File: config.mk
export PLATFORM = sky130hd
export DESIGN_NAME = d_cache_tag_ctrl
export DESIGN_NICKNAME = d
export VERILOG_FILES = /design/src/rtl/d_cache_pkg.sv /design/src/rtl/d_cache_tag_ctrl.sv
export SDC_FILE = /design/constraint.sdc
export NUM_CORES = 1
export LEC_CHECK = 0
export CAP_MARGIN = 20
export CELL_PAD_IN_SITES_DETAIL_PLACEMENT = 0
export CELL_PAD_IN_SITES_GLOBAL_PLACEMENT = 1
export CORE_MARGIN = 2
export CORE_UTILIZATION = 26
export DETAILED_ROUTE_END_ITERATION = 10
export GPL_ROUTABILITY_DRIVEN = 1
export PLACE_DENSITY_LB_ADDON = 0.2
export SYNTH_ARGS = -nofsm -noshare
export SYNTH_HDL_FRONTEND = slang
export SYNTH_SLANG_ARGS = --single-unit
File: constraint.sdc
create_clock -name clk -period 2.6 [get_ports clk]
set_clock_uncertainty 0.05 [all_clocks]
set_input_delay 0.26 -clock clk [delete_from_list [all_inputs] [get_ports clk]]
set_output_delay 0.26 -clock clk [all_outputs]
set_load 0.02 [all_outputs]
File: src/rtl/d_cache_pkg.sv
// -----------------------------------------------------------------------------
// d_cache_pkg
// Shared definitions for the data-cache controllers (tag and data side).
//   INDEX_W  : set index width (64 sets)
//   TAG_W    : tag width (address bits [63:9])
//   OFFSET_W : byte offset within an 8-byte line
//   d_cache_ctrl_state_t : controller state encoding
//   tag_entry_t          : one tag RAM word, {valid, tag}
// -----------------------------------------------------------------------------
package d_cache_pkg;

  localparam int INDEX_W  = 6;
  localparam int TAG_W    = 55;
  localparam int OFFSET_W = 3;
  localparam int ADDR_W   = TAG_W + INDEX_W + OFFSET_W;

  typedef enum logic [2:0] {
    ST_FLUSH       = 3'd0,
    ST_IDLE        = 3'd1,
    ST_LOOKUP      = 3'd2,
    ST_MISS_REQ    = 3'd3,
    ST_REFILL_WAIT = 3'd4,
    ST_TAG_WRITE   = 3'd5,
    ST_RESP        = 3'd6
  } d_cache_ctrl_state_t;

  typedef struct packed {
    logic             valid;
    logic [TAG_W-1:0] tag;
  } tag_entry_t;

  // Build the tag RAM word that marks a line as present.
  function automatic tag_entry_t make_valid_entry(input logic [TAG_W-1:0] tag);
    tag_entry_t e;
    e.valid = 1'b1;
    e.tag   = tag;
    return e;
  endfunction

endpackage

File: src/rtl/d_cache_tag_ctrl.sv
// -----------------------------------------------------------------------------
// d_cache_tag_ctrl
// Lookup/refill controller in front of d_cache_tag_ram. Accepts CPU requests,
// reads the tag RAM, compares against the request tag, runs the refill
// handshake on a miss and installs the new tag. Invalidates all sets after
// reset and on a flush request.
//
// Ports
//   clk, rst                      : clock, asynchronous active-high reset
//   req_valid_i/req_ready_o       : CPU request handshake
//   req_addr_i[63:0], req_we_i    : byte address (index [8:3], tag [63:9]), store flag
//   resp_valid_o, resp_hit_o      : one-cycle response, 1 = original lookup hit
//   refill_req_o/refill_ack_i     : refill request held until acknowledged
//   refill_addr_o[63:0]           : line-aligned miss address
//   refill_done_i                 : refill line written (pulse)
//   flush_i, flush_done_o         : invalidate-all request / completion pulse
//   tag_addr_o, tag_wdata_o, tag_we_o : tag RAM address, {valid,tag}, write enable
//   tag_data_i, tag_valid_i       : tag RAM registered read data
//   hit_cnt_o, miss_cnt_o         : saturating response counters
//                                   (only with D_CACHE_TAG_CTRL_STAT_EN defined)
//
// Optional feature macro: D_CACHE_TAG_CTRL_STAT_EN
// -----------------------------------------------------------------------------
module d_cache_tag_ctrl #(
  parameter int INDEX_W = d_cache_pkg::INDEX_W,
  parameter int TAG_W   = d_cache_pkg::TAG_W
) (
  input  logic               clk,
  input  logic               rst,
  input  logic               req_valid_i,
  output logic               req_ready_o,
  input  logic [63:0]        req_addr_i,
  input  logic               req_we_i,
  output logic               resp_valid_o,
  output logic               resp_hit_o,
  output logic               refill_req_o,
  output logic [63:0]        refill_addr_o,
  input  logic               refill_ack_i,
  input  logic               refill_done_i,
  input  logic               flush_i,
  output logic               flush_done_o,
  output logic [INDEX_W-1:0] tag_addr_o,
  output logic [TAG_W:0]     tag_wdata_o,
  output logic               tag_we_o,
`ifdef D_CACHE_TAG_CTRL_STAT_EN
  output logic [31:0]        hit_cnt_o,
  output logic [31:0]        miss_cnt_o,
`endif
  input  logic [TAG_W-1:0]   tag_data_i,
  input  logic               tag_valid_i
);

  import d_cache_pkg::*;

  d_cache_ctrl_state_t r_state;
  d_cache_ctrl_state_t w_state_next;

  // One extra counter bit: values 0..63 are the invalidate writes, 64 is the
  // completion cycle that pulses flush_done_o.
  logic [INDEX_W:0]   r_cnt;
  logic [INDEX_W-1:0] r_idx;
  logic [TAG_W-1:0]   r_tag;
  logic               r_hit;
  logic               r_flush_pend;
  logic [INDEX_W-1:0] r_tag_addr;    // last address presented to the tag RAM

  logic [INDEX_W-1:0] w_tag_addr;
  logic               w_handshake;
  logic               w_lookup_hit;
  tag_entry_t         w_new_entry;

  // Loads and stores both allocate, so the store flag and the byte offset do
  // not influence tag handling.
  logic w_unused;
  assign w_unused = ^{req_we_i, req_addr_i[OFFSET_W-1:0]};

  assign w_lookup_hit  = tag_valid_i && (tag_data_i == r_tag);
  assign w_new_entry   = make_valid_entry(r_tag);
  assign refill_addr_o = {r_tag, r_idx, {OFFSET_W{1'b0}}};
  assign tag_addr_o    = w_tag_addr;

  always_comb begin
    w_state_next = r_state;
    w_tag_addr   = r_tag_addr;
    w_handshake  = 1'b0;
    req_ready_o  = 1'b0;
    resp_valid_o = 1'b0;
    resp_hit_o   = 1'b0;
    refill_req_o = 1'b0;
    flush_done_o = 1'b0;
    tag_we_o     = 1'b0;
    tag_wdata_o  = '0;

    case (r_state)
      ST_FLUSH: begin
        if (!r_cnt[INDEX_W]) begin
          tag_we_o   = 1'b1;
          w_tag_addr = r_cnt[INDEX_W-1:0];
        end else begin
          flush_done_o = 1'b1;
          w_state_next = ST_IDLE;
        end
      end
      ST_IDLE: begin
        // A flush in this cycle takes priority, so the request must not see ready.
        req_ready_o = !r_flush_pend && !flush_i;
        if (flush_i || r_flush_pend) begin
          w_state_next = ST_FLUSH;
        end else if (req_valid_i) begin
          w_handshake  = 1'b1;
          w_tag_addr   = req_addr_i[OFFSET_W +: INDEX_W];
          w_state_next = ST_LOOKUP;
        end
      end
      ST_LOOKUP: begin
        w_state_next = w_lookup_hit ? ST_RESP : ST_MISS_REQ;
      end
      ST_MISS_REQ: begin
        refill_req_o = 1'b1;
        if (refill_ack_i) begin
          w_state_next = refill_done_i ? ST_TAG_WRITE : ST_REFILL_WAIT;
        end
      end
      ST_REFILL_WAIT: begin
        if (refill_done_i) begin
          w_state_next = ST_TAG_WRITE;
        end
      end
      ST_TAG_WRITE: begin
        tag_we_o     = 1'b1;
        w_tag_addr   = r_idx;
        tag_wdata_o  = w_new_entry;
        w_state_next = ST_RESP;
      end
      ST_RESP: begin
        resp_valid_o = 1'b1;
        resp_hit_o   = r_hit;
        w_state_next = ST_IDLE;
      end
      default: begin
        w_state_next = ST_FLUSH;
      end
    endcase
  end

  always_ff @(posedge clk or posedge rst) begin
    if (rst) begin
      r_state      <= ST_FLUSH;
      r_cnt        <= '0;
      r_idx        <= '0;
      r_tag        <= '0;
      r_hit        <= 1'b0;
      r_flush_pend <= 1'b0;
      r_tag_addr   <= '0;
    end else begin
      r_state    <= w_state_next;
      r_tag_addr <= w_tag_addr;

      if (r_state == ST_FLUSH) begin
        r_cnt <= r_cnt[INDEX_W] ? '0 : r_cnt + 1'b1;
      end

      if (w_handshake) begin
        r_idx <= req_addr_i[OFFSET_W +: INDEX_W];
        r_tag <= req_addr_i[OFFSET_W+INDEX_W +: TAG_W];
      end

      // A miss leaves r_hit at 0, which is what the post-refill response reports.
      if (r_state == ST_LOOKUP) begin
        r_hit <= w_lookup_hit;
      end

      // IDLE always consumes a pending flush by entering FLUSH; a flush that
      // arrives while FLUSH is running has nothing left to do.
      if (r_state == ST_IDLE) begin
        r_flush_pend <= 1'b0;
      end else if (r_state != ST_FLUSH && flush_i) begin
        r_flush_pend <= 1'b1;
      end
    end
  end

`ifdef D_CACHE_TAG_CTRL_STAT_EN
  logic [31:0] r_hit_cnt;
  logic [31:0] r_miss_cnt;

  always_ff @(posedge clk or posedge rst) begin
    if (rst) begin
      r_hit_cnt  <= '0;
      r_miss_cnt <= '0;
    end else if (r_state == ST_RESP) begin
      if (r_hit && !(&r_hit_cnt)) begin
        r_hit_cnt <= r_hit_cnt + 32'd1;
      end
      if (!r_hit && !(&r_miss_cnt)) begin
        r_miss_cnt <= r_miss_cnt + 32'd1;
      end
    end
  end

  assign hit_cnt_o  = r_hit_cnt;
  assign miss_cnt_o = r_miss_cnt;
`endif

endmodule

==> results_dict.tcl, run 1 <==
set metrics [dict create \
    grt_pass1_wl_um 24900 \
    antenna_found_initial 0 \
    num_rows 47 \
    crit_type "reg2out" \
    area_growth_pct 72.8 \
    hold_slack_ns 0.298 \
    ff2ff_setup_slack_ns 0.53 \
    place_ws_ns -0.0820 \
    synth_top_area_share_pct 45.5 \
    final_cell_area_um2 7510 \
    cts_root_buffer "clkbuf_16" \
    rsz0062_at_grt "no" \
    grt_max_degree 80 \
    min_period_over_period_pct 94.4 \
    ir_worst_vdd_mv 0.402 \
    switching_share_pct 42.7 \
    avgRoutedWirePerCell_um 16.5 \
    outcome "finished, final reports clean" \
    placed_cell_area_um2 7130 \
    clk_pin_slew_worst_paths_ns 0.06 \
    power_mw 7.99 \
    worst_pin_slew_ns 0.558 \
    p_leak_nw 3.73 \
    overflow 0 \
    startpoint_type "flip-flop" \
    clk_path_buf_depth 2 \
    worstPathMaxFanout 28 \
    synth_top_flop_cell "dfrtp_1" \
    wl_met3_um 1140 \
    hold_violations 0 \
    synth_most_common_cell "nand2_1" \
    seq_power_share_pct 30.1 \
    ioPinCount 259 \
    layout-drive-gt1-share_pct 6.42 \
    drtAntennaViolNets 0 \
    met1_length_um 6880 \
    setup_slack_ns 0.145 \
    r2r_start "r_tag[45]$_DFFE_PP0P_" \
    htree_levels 3 \
    ff2ff_path_depth 6 \
    utilization_pct 45.6 \
    yosys-top-cells-area "dfrtp_1 45%, nand2_1 17%, and2_1 7.2%" \
    cts_tree "yes" \
    first_iter_violations 195 \
    synth_top_area_cell "dfrtp_1" \
    crit_required_ns 2.29 \
    highest_layer "met4" \
    period_needed_ns 2.46 \
    grt_pass1_vias 4425 \
    drtPass1Iterations 4 \
    start_util_pct 26.4 \
    drcViolationCount 0 \
    p_sw_mw 3.41 \
    chipWidth_um 133 \
    clock-sinks 79 \
    portBuffers 251 \
    die_area_um2 17800 \
    syn_area_per_cell_um2 8.34 \
    max_cap_violations 0 \
    critical_path_arrival_ns 2.15 \
    ys_warn_count 0 \
    clkPwrFrac_pct 15.6 \
    netlist_instances 521 \
    drt-total-wl_um 16500 \
    clock_insertion_delay_worst_skew_ns 0.33 \
    die_h_um 133 \
    dpl.hpwl_um 12300 \
    synth_edf_count 0 \
    cts_inserted_buffers 9 \
    end_kind "primary output" \
    synth_common_cells "194 x nand2_1, 79 x dfrtp_1, 50 x and2_1" \
    drv_slew 0 \
    gp_congestion 0.830 \
    hold_path_class "in2async" \
    hold_buffers 0 \
    core_um2 16500 \
    relSlewSlack_pct 62.4 \
    grt_usage_pct 18.2 \
    antennaDiodeCount 0 \
    synth_seq_area_share_pct 45.5 \
    fin_nets 904 \
    p_int_mw 4.58 \
    vias 4441 \
    vias_per_cell 4.45 \
    ys_ff_latch 79 \
    clock.fmax_mhz 407 \
    p_comb_share_pct 54.3 \
    timing.rr.end "r_state[0]$_DFFE_PP0P_" \
    wl_met2_um 8180 \
    powerDensity_nw_per_um2 1060 \
    async_flop_share_pct 100 \
    syn_area_um2 4350 \
    finalSetupViolCount 0 \
    ys_types 50 \
]
==> per-stage QoR <==
| step | setup TNS [ns] | instances |
|---|---|---|
| 6_report | 0 | 999 |
| 3_5_place_dp | -0.191 | 982 |
| 5_1_grt | 0 | 999 |
| 2_1_floorplan | 0 | 523 |
| 4_1_cts | 0 | 998 |
| 3_3_place_gp | -0.0302 | 982 |
==> power groups by stage <==
stage / Clock [mW] / Sequential [mW] / Combinational [mW]
2_1_floorplan: 0 / 2.72 / 1.85
3_3_place_gp: 0 / 2.41 / 4.36
3_5_place_dp: 0 / 2.43 / 4.40
4_1_cts: 1.29 / 2.42 / 4.36
5_1_grt: 1.34 / 2.50 / 4.70
6_report: 1.25 / 2.41 / 4.34
==> final cells by class <==
type	instances	area (um2)
clock buffer	13	250
clock inverter	1	30.0
fill	1639	8950
inverter	14	53.8
multi-input combinational	402	2170
sequential	79	1980
tap	220	275
timing repair buffer	270	2750
==> cell usage in the layout (no fill, tap or decap), drive strengths merged, types with 2 or more instances in the layout <==
master / instances
a21oi: 8
nand3: 8
nor2: 10
and2: 51
clkdlybuf4s50: 222
buf: 18
dlygate4sd2: 5
o21ai: 15
o2111ai: 2
nand4: 6
dfrtp: 79
clkbuf: 14
mux2: 2
o31ai: 2
or4: 2
xor2: 34
nor3: 12
nand2: 195
conb: 3
nor2b: 6
a22oi: 4
nor4: 9
inv: 13
a2111oi: 2
xnor2: 10
nand2b: 3
a222oi: 2
dlymetal6s2s: 24
o22ai: 3
==> routing by layer <==
metal  up-vias  track usage [%]
met2       166             30.8
li1       2186                -
met1      2071             22.4
met4         0             6.15
met5         -                0
met3        18             4.95
==> repair_timing <==
| item | CTS | global route |
|---|---|---|
| buffers inserted | 2 | 0 |
| gates cloned | 0 | 1 |
| gates resized for setup | 7 | 25 |
| endpoints found under the setup margin | 6 | 21 |
| pin swaps | 1 | 0 |
==> flip-flops by register name (all words and copies together) (netlist names) <==
| register | count |
|---|---|
| r_cnt | 7 |
| r_flush_pend | 1 |
| r_state | 3 |
| r_tag | 55 |
| r_tag_addr | 6 |
| r_idx | 6 |
| r_hit | 1 |
==> worst max-delay path: stages, from the launching register on <==
cell and delay (ns):
dfrtp_1 0.41, buf_4 0.18, nand2_1 0.10, nor2_4 0.17, buf_12 0.19, and2_1 0.14
clkdlybuf4s50_1 0.61
==> worst max-delay path by stage <==
| stage | start | endpoint | slack, ns | depth (start not counted) |
|---|---|---|---|---|
| floorplan | rst | r_cnt[0]$_DFFE_PP0P_ | 0.27 | 1 |
| global placement | flush_i | tag_addr_o[5] | -0.02 | 7 |
| finish | r_state[2]$_DFFE_PP0P_ | tag_wdata_o[46] | 0.14 | 6 |
| global route | r_state[2]$_DFFE_PP0P_ | tag_wdata_o[13] | 0.01 | 6 |
| CTS | r_state[1]$_DFFE_PP0P_ | tag_addr_o[0] | 0.03 | 6 |
| detailed placement | flush_i | tag_addr_o[0] | -0.08 | 7 |
==> cells by family (layout without fill, tap and decap cells) <==
group           Yosys count  count (layout)  share of synthesized area (%)
simple gates            305             305                           32.3
flops                    79              79                           45.5
compound gates           46              46                           7.14
xor+xnor                 44              44                           8.87
buf+inv                  42             298                           5.12
mux                       3               3                          0.748
fa+ha+maj                 1               1                          0.288
other cells               1               3                         0.0863
Power figures use the tool's default switching activity.
==> inputs of run 2 (changes only) <==
--- a/config.mk
+++ b/config.mk
@@ -8,6 +8,7 @@
 export CAP_MARGIN = 20
 export CELL_PAD_IN_SITES_DETAIL_PLACEMENT = 0
 export CELL_PAD_IN_SITES_GLOBAL_PLACEMENT = 1
+export CORE_ASPECT_RATIO = 0.9
 export CORE_MARGIN = 2
 export CORE_UTILIZATION = 26
 export DETAILED_ROUTE_END_ITERATION = 10
==> run 2 against run 1 <==
Utilization grew 0.39 points. Global-route usage grew 0.14 points. Worst hold slack lost 0.035 ns. Cell area shrank 0.53%. Register-to-register slack lost 0.17 ns. Highest routed layer unchanged.
==> results_dict.tcl, run 2 (synthesized netlist as in run 1, its figures left out) <==
set metrics [dict create \
    dp_cells 971 \
    drtPass1Iterations 4 \
    relSlewSlack_pct 56.6 \
    stdcell_count 991 \
    gp_congestion 0.768 \
    startpoint_type "flip-flop" \
    drtAntennaViolNets 0 \
    crit_required_ns 2.29 \
    crit_chain "nor3_1, and2_4, or4_4, nand2_1, nand3_1, dlygate4sd2_1" \
    worst_pin_slew_ns 0.645 \
    clock_insertion_delay_worst_skew_ns 0.34 \
    antenna_found_initial 0 \
    regMostFlops "r_tag" \
    p_sw_mw 3.46 \
    seq_power_share_pct 29.7 \
    critical_path_arrival_ns 2.16 \
    reg_top3 "r_tag: 55 flops, r_cnt: 7 flops" \
    p_leak_nw 3.34 \
    r2r_start "r_tag[23]$_DFFE_PP0P_" \
    cts_root_buffer "clkbuf_16" \
    num_rows 44 \
    worstPathMaxFanout 9 \
    rsz0062_at_grt "no" \
    portBuffers 251 \
    setup_slack_ns 0.132 \
    antennaDiodeCount 0 \
    layout-drive-gt1-share_pct 7.27 \
    ff2ff_setup_slack_ns 0.36 \
    drcViolationCount 0 \
    min_period_over_period_pct 94.9 \
    grt_pass1_vias 4529 \
    start_util_pct 26.8 \
    final_cell_mix "245 x clkdlybuf4s50_1, 194 x nand2_1, 77 x dfrtp_1" \
    p_comb_share_pct 52.8 \
    finalSetupViolCount 0 \
    clk_path_buf_depth 2 \
    ir_worst_vdd_mv 0.431 \
    hold_buffers 0 \
    switching_share_pct 42.7 \
    period_needed_ns 2.47 \
    place_ws_ns -0.129 \
    avgRoutedWirePerCell_um 16.5 \
    drv_slew 0 \
    largest_reg_flops 55 \
    first_iter_violations 171 \
    critPathTopFamily "simple AND/OR/NAND/NOR gates" \
    ioPinCount 259 \
    worstPathBufferInverterCount 1 \
    hold_path_class "in2async" \
    max_cap_violations 0 \
    clkPwrFrac_pct 17.5 \
    powerDensity_nw_per_um2 1080 \
    clock-sinks 79 \
    crit_type "reg2out" \
    p_int_mw 4.64 \
    clk_pin_slew_worst_paths_ns 0.07 \
    outcome "finished, final reports clean" \
    die_h_um 127 \
    end_kind "primary output" \
    hold_violations 0 \
    dpl.hpwl_um 12500 \
    die_area_um2 17800 \
    chipWidth_um 140 \
    area_growth_pct 71.9 \
    grt_max_degree 80 \
    overflow 0 \
    ff2ff_path_depth 7 \
    grt_pass1_wl_um 25200 \
    fin_nets 907 \
    timing.rr.end "r_state[0]$_DFFE_PP0P_" \
    drt-total-wl_um 16300 \
    core_um2 16200 \
    cts_tree "yes" \
    vias_per_cell 4.48 \
    htree_levels 3 \
    max_stage_delay_ns 0.53 \
    final_common_cell "clkdlybuf4s50_1" \
    grt_usage_pct 18.3 \
    vias 4437 \
    cts_inserted_buffers 9 \
    clock.fmax_mhz 405 \
    crit_slowest_cell "or4_4" \
]
[run 2: changes by cell type in the layout (fill, tap and decap cells not counted), sizes merged]
cell,delta
dlymetal6s2s,-24
inv,+3
clkbuf,-5
dlygate4sd2,+1
buf,+4
clkinvlp,+1
bufinv,+1
clkinv,+1
clkdlybuf4s50,+23
[run 2: final cells by class]
cell class                      instances  area (um2)
Sequential cell                        79        1980
Inverter                               14        53.8
Clock inverter                          7         103
Tap cell                              207         259
Clock buffer                            9         225
Fill cell                            1586        8770
Multi-Input combinational cell        402        2170
Timing Repair Buffer                  273        2680
[run 2: through the flow]
stage	hold slack [ns]	total power, mW	utilization, %	TNS (ns)	cell area (um2)
final	0.263	8.10	46.0	0	7470
after CTS	0.296	8.22	46.0	0	7470
after floorplan	0.315	4.57	-	0	4350
after global placement	0.420	6.75	43.8	-0.0199	7120
after detailed placement	0.418	6.81	43.8	-0.328	7120
after global routing	0.326	8.65	46.0	0	7470
[run 2: timing repair]
action / 4_1_cts / 5_1_grt
gates resized for setup: 8 / 0
setup endpoints to repair: 6 / 0
setup buffers: 4 / 0
[run 2: worst min-delay path: stages]
cell,delay [ns]
clkdlybuf4s50_1,0.42
clkinv_2,0.06
buf_12,0.35
[run 2: per-layer routing]
metal | global-route usage (%) | share of wire, % | vias to the layer above
met2 | 32.3 | 51 | 155
met3 | 6.64 | 7.4 | 11
met1 | 21.6 | 41 | 2081
met4 | 3.80 | 0.89 | 0
met5 | 0 | 0 | -
li1 | - | - | 2190
[run 2: worst max path at each step]
stage	cells after the start	end	from	slack, ns
final	6	tag_addr_o[2]	r_state[2]$_DFFE_PP0P_	0.13
after global routing	8	tag_addr_o[5]	r_state[2]$_DFFE_PP0P_	0.0006
after CTS	6	tag_addr_o[4]	r_state[2]$_DFFE_PP0P_	0.11
after detailed placement	7	tag_addr_o[0]	flush_i	-0.13
after global placement	7	tag_addr_o[5]	flush_i	-0.01
after floorplan	1	r_cnt[0]$_DFFE_PP0P_	rst	0.27
[run 2: power by group through the flow]
stage / clock (mW) / sequential [mW] / combinational (mW)
5_1_grt: 1.51 / 2.51 / 4.64
3_3_place_gp: 0 / 2.41 / 4.34
6_report: 1.42 / 2.41 / 4.28
4_1_cts: 1.46 / 2.42 / 4.34
2_1_floorplan: 0 / 2.72 / 1.85
3_5_place_dp: 0 / 2.43 / 4.38
